[src/rtl/edge_detect_pkg.sv]
// Shared edge-detect mode encodings and helpers, also used by the UART RX start-bit logic.
package edge_detect_pkg;

  typedef enum logic [1:0] {
    MODE_OFF  = 2'b00,
    MODE_RISE = 2'b01,
    MODE_FALL = 2'b10,
    MODE_BOTH = 2'b11
  } edge_mode_e;

  // True when a level change in the given direction should raise an event under this mode.
  function automatic logic edge_enabled(input edge_mode_e mode, input logic rising);
    logic en;
    en = 1'b0;
    unique case (mode)
      MODE_OFF:  en = 1'b0;
      MODE_RISE: en = rising;
      MODE_FALL: en = ~rising;
      MODE_BOTH: en = 1'b1;
      default:   en = 1'b0;
    endcase
    return en;
  endfunction

endpackage

[src/rtl/edge_detect_chan.sv]
// One channel: synchronizer, persistence filter, mode-qualified edge strobe and sticky pending flag.
module edge_detect_chan #(
  parameter int unsigned SYNC_STAGES = 2,
  parameter int unsigned FILTER_LEN  = 4,
  parameter logic        RESET_VAL   = 1'b1
) (
  input  logic       clk,
  input  logic       rst_n,
  input  logic       sig_in,
  input  logic [1:0] mode,
  input  logic       clr,
  output logic       level,
  output logic       pulse,
  output logic       pending
);
  import edge_detect_pkg::*;

  localparam int unsigned CNT_W = $clog2(FILTER_LEN + 1);
  localparam logic [CNT_W-1:0] CNT_LAST = CNT_W'(FILTER_LEN - 1);

  logic [SYNC_STAGES-1:0] sync_q, sync_d;
  logic [CNT_W-1:0]       cnt_q, cnt_d;
  logic                   level_q, level_d;
  logic                   pulse_q, pulse_d;
  logic                   pending_q, pending_d;
  logic                   sync_s;

  always_comb begin
    sync_d  = {sync_q[SYNC_STAGES-2:0], sig_in};
    sync_s  = sync_q[SYNC_STAGES-1];
    level_d = level_q;
    cnt_d   = '0;
    pulse_d = 1'b0;
    // Accept on the FILTER_LEN-th consecutive mismatch; the counter never passes CNT_LAST.
    if (sync_s != level_q) begin
      if (cnt_q == CNT_LAST) begin
        level_d = sync_s;
        pulse_d = edge_enabled(edge_mode_e'(mode), sync_s);
      end else begin
        cnt_d = cnt_q + 1'b1;
      end
    end
    pending_d = pulse_d | (pending_q & ~clr);
  end

  always_ff @(posedge clk or negedge rst_n) begin
    if (!rst_n) begin
      sync_q    <= {SYNC_STAGES{RESET_VAL}};
      cnt_q     <= '0;
      level_q   <= RESET_VAL;
      pulse_q   <= 1'b0;
      pending_q <= 1'b0;
    end else begin
      sync_q    <= sync_d;
      cnt_q     <= cnt_d;
      level_q   <= level_d;
      pulse_q   <= pulse_d;
      pending_q <= pending_d;
    end
  end

  assign level   = level_q;
  assign pulse   = pulse_q;
  assign pending = pending_q;

endmodule

[src/rtl/edge_detect_multi.sv]
// WIDTH independent filtered edge-detect channels with a combined pending flag.
module edge_detect_multi #(
  parameter int unsigned     WIDTH       = 4,
  parameter int unsigned     SYNC_STAGES = 2,
  parameter int unsigned     FILTER_LEN  = 4,
  parameter logic [WIDTH-1:0] RESET_LEVEL = '1
) (
  input  logic               clk,
  input  logic               rst_n,
  input  logic [WIDTH-1:0]   sig_in,
  input  logic [2*WIDTH-1:0] mode,
  input  logic [WIDTH-1:0]   clr,
  output logic [WIDTH-1:0]   level,
  output logic [WIDTH-1:0]   pulse,
  output logic [WIDTH-1:0]   pending,
  output logic               any_pending
);
  import edge_detect_pkg::*;

  for (genvar g = 0; g < WIDTH; g++) begin : g_chan
    edge_detect_chan #(
      .SYNC_STAGES (SYNC_STAGES),
      .FILTER_LEN  (FILTER_LEN),
      .RESET_VAL   (RESET_LEVEL[g])
    ) u_chan (
      .clk     (clk),
      .rst_n   (rst_n),
      .sig_in  (sig_in[g]),
      .mode    (mode[2*g +: 2]),
      .clr     (clr[g]),
      .level   (level[g]),
      .pulse   (pulse[g]),
      .pending (pending[g])
    );
  end

  assign any_pending = |pending;

endmodule

[config.mk]
export PLATFORM = sky130hd
export DESIGN_NAME = edge_detect_multi
export DESIGN_NICKNAME = d
export VERILOG_FILES = /design/src/rtl/edge_detect_pkg.sv /design/src/rtl/edge_detect_chan.sv /design/src/rtl/edge_detect_multi.sv
export SDC_FILE = /design/constraint.sdc
export NUM_CORES = 1
export LEC_CHECK = 0
export ABC_AREA = 1
export CORE_ASPECT_RATIO = 1.75
export CORE_UTILIZATION = 36
export CTS_BUF_LIST = sky130_fd_sc_hd__clkbuf_8
export DETAILED_ROUTE_END_ITERATION = 10
export PLACE_DENSITY = 0.69
export SYNTH_ARGS = -nofsm -noshare
export SYNTH_HDL_FRONTEND = slang
export SYNTH_HIERARCHICAL = 1
export SYNTH_SLANG_ARGS = --single-unit
[constraint.sdc]
create_clock -name clk -period 1 [get_ports clk]
set_input_delay 0.1 -clock clk [delete_from_list [all_inputs] [get_ports clk]]
set_output_delay 0.1 -clock clk [all_outputs]
set_load 0.01 [all_outputs]
==> key figures, run 1 <==
Outcome
  – Status: finished, violations left
  – Failing checks: setup timing

Pwr
  – Internal power: 2.923 mW
  – Switching share of power: 32.89%
  – Clk network pwr share: 20.6%
  – Pleak: 1.016 nW
  – Comb pwr share: 39.1%
  – Sequential share of power: 40.3%
  – Maximum VDD drop: 1.050 mV
  – Net Switching: 1.433 mW
  – PD cells: 2187 mW/mm2

Yosys
  – Synth Flop Type: dfrtp_1
  – Synth warn: 6
  – Top post-synthesis cells by area: dfrtp_1, dfstp_2, nand2_1
  – Most instantiated cells after synthesis: nand2_1, inv_1, dfrtp_1
  – Sequential share of the synthesized area: 60.54%
  – Mapped Cells: 139
  – Synth Area per Inst: 9.695 um2
  – EDFF count, synth: 0
  – #FFs+latches synth: 32
  – FFs w/ async S/R, synth: 100.0%
  – Post-synthesis cell type count: 12
  – Netlist Area Pre-Place: 0.001348 mm2
  – Biggest area consumer among synthesized cells: dfrtp_1
  – Count leader, synth: nand2_1
  – Post-synth top area share: 37.14%
  – Mapped Nets: 161

Global route
  – Largest net degree at the start of global routing: 33
  – Global-route wire length before repair: 4.022 mm
  – GRT Residual Overflow: 0
  – GRT Total Usage: 14.34%
  – Initial antenna violation count: 0
  – Vias in the first global route: 1052

Routing
  – Drt pass-1 iters: 4
  – Detailed Route Iter0 Violations: 12
  – DRT antenna net count: 0
  – WL/cell: 11.03 um
  – DR DRC count: 0
  – Vias: 1033
  – Drt via density: 4.340
  – DRT Wirelength: 2.625 mm

Setup path
  – Crit Path Class: flip-flop to output pin
  – Family with the most delay on the worst path: flip-flops
  – Worst Setup EP: any_pending
  – Critical Path RT: 0.90 ns
  – Crit path buffers/inverters: 1
  – Levels on crit path: 3
  – Worst path slowest cell: dfrtp_1
  – CP Cell Sequence: nor2_1, nand2_1, buf_2
  – CP peak stage delay: 0.39 ns
  – WP data arrival: 0.97 ns
  – RR Endpoint: g_chan[3].u_chan/pending
  – CP Launch Point: g_chan[0].u_chan/pending
  – R2R Path Start: g_chan[3].u_chan/level
  – Critical path peak fanout: 3
  – R2r worst-path depth: 6
  – CP Capture Type: output pin
  – R2R Setup Slk: -0.04 ns
  – Worst Setup Start Kind: flip-flop

Floorplan
  – Die X: 48.25 um
  – Die footprint: 0.004002 mm2
  – Row count: 29
  – Overall die height: 82.94 um
  – Core area: 0.003592 mm2
  – Top Ports: 31
  – Initial core utilization: 37.51%

Finish
  – Antenna Cells: 0
  – Fillcell total: 307
  – Nets: 213
  – Layout cells sized above 1: 55.21%
  – Area delta synth->final: 47.82%

Clock tree
  – Num CTS Buffers: 5
  – TritonCTS Sinks: 32
  – Insertion delay to the later sink of the worst-skew pair: 0.27 ns
  – CTS tree: done
  – Clk buf depth: 2
  – CTS root buf: clkbuf_8
  – Hold_buf cts: 0
  – CTS clk-pin slew, worst paths: 0.06 ns
  – CTS H-tree depth: 2

STA
  – Final setup fails: 23
  – Setup TNS: -0.5041 ns
  – Fmax: 931.4 MHz
  – Max-slew violations: 0
  – Tmin final: 1.074 ns
  – Clock Skew: 0.0007040 ns
  – Fin. Hold Viols: 0
  – Tightest Pin Transition: 0.1712 ns
  – Final period util: 107.4%
  – Hold slack: 0.1879 ns
  – RSZ-0062 raised after global routing: true
  – Relative slew slack: 88.59%
  – Final worst slack: -0.07363 ns

Worst hold path
  – Hold Crit Class: input port to asynchronous set/reset pin

Place
  – Port Buffers: 30
  – GPL Wtd Cong: 0.6809
  – DP Wirelength: 1.673 mm

Job
  – Max cap viols: 0
final cells by class:
type / count / area, um2 / share of cell area, %
Sequential cell: 32 / 815.8 / 40.95
Multi-Input combinational cell: 75 / 484.2 / 24.31
Timing Repair Buffer: 45 / 422.9 / 21.23
Inverter: 32 / 130.1 / 6.533
Clock buffer: 5 / 68.82 / 3.455
Tap cell: 46 / 57.56 / 2.889
Clock inverter: 3 / 12.51 / 0.6281
registers in the layout, summed over array words and instances, names as in the netlist:
register	count
g_chan.u_chan/cnt_q	12
g_chan.u_chan/level	4
g_chan.u_chan/pending	4
g_chan.u_chan/pulse	4
g_chan.u_chan/sync_q	8
metrics by stage:
step	cells	utilization, %	total power, mW	setup WS (ns)	cell area, um2
after floorplan	139	-	2.475	0.05987	1348
after global placement	220	48.87	2.978	-0.1585	1755
after detailed placement	220	48.87	3.055	-0.1731	1755
after CTS	233	53.08	4.209	-0.06543	1907
after global routing	238	55.45	4.690	-0.1383	1992
final	238	55.45	4.356	-0.07363	1992
cells by family (layout without fill, tap and decap cells):
family | Yosys count | after routing | share of synthesized area (%)
fa+ha+maj | 4 | 4 | 3.714
compound gates | 4 | 4 | 1.486
buf+inv | 32 | 85 | 8.913
flops | 32 | 32 | 60.54
simple gates | 67 | 67 | 25.35
worst min path at each step:
stage                                from                         end  slack [ns]  cells past startpoint
6_report                            rst_n   g_chan[3].u_chan/cnt_q[0]        0.19                      2
5_1_grt                             rst_n   g_chan[3].u_chan/cnt_q[0]        0.19                      2
4_1_cts                             rst_n   g_chan[3].u_chan/cnt_q[0]        0.19                      2
3_3_place_gp   g_chan[1].u_chan/sync_q[0]  g_chan[1].u_chan/sync_q[1]        0.35                      0
2_1_floorplan                       rst_n   g_chan[0].u_chan/cnt_q[0]       -0.20                      0
3_5_place_dp   g_chan[3].u_chan/sync_q[0]  g_chan[3].u_chan/sync_q[1]        0.35                      0
layout by cell type, fill, tap and decap left out:
cell type and n:
buf_4 7, clkbuf_8 5, nor2_1 2, buf_6 12, buf_12 1, nor2_4 4
dfrtp_1 20, nand2_2 21, nand2_1 20, clkbuf_2 3, o21ai_1 2, clkinv_2 1
dfstp_2 12, nor2_2 12, clkdlybuf4s15_1 1, inv_1 19, nand3_1 2, ha_2 1
ha_1 3, inv_2 11, clkdlybuf4s50_1 17, buf_2 4, o21ai_2 2, inv_4 4
nand3_2 6
layer usage:
| layer | GRT usage [%] | wire length, um | vias up |
|---|---|---|---|
| li1 | - | - | 508 |
| met1 | 13.45 | 890 | 494 |
| met2 | 23.76 | 1552 | 27 |
| met3 | 7.826 | 134 | 4 |
| met4 | 6.061 | 47 | 0 |
| met5 | 0 | 0 | - |
power by group through the flow:
stage,registers (mW),logic [mW],clock network (mW)
after floorplan,1.81,0.665,0
after global placement,1.74,1.24,0
after detailed placement,1.77,1.29,0
after CTS,1.75,1.52,0.937
after global routing,1.79,1.90,1.00
final,1.76,1.70,0.898
what timing repair did:
item,4_1_cts,5_1_grt
gates resized for setup,70,26
pin swaps,13,12
endpoints found under the setup margin,27,33
setup buffers,5,5
endpoints found under the hold margin,0,0
Power figures use the tool's default switching activity.
==> run 2: changes to the inputs <==
Settings changed: CTS_CLUSTER_DIAMETER set to 40.
==> results of run 2 <==
Final layout, timing and power as in run 1 (identical DEF).
==> run 3: changes to the inputs <==
Settings changed: CAP_MARGIN set to 20.
==> results of run 3 <==
Final layout, timing and power as in run 1 (identical DEF).
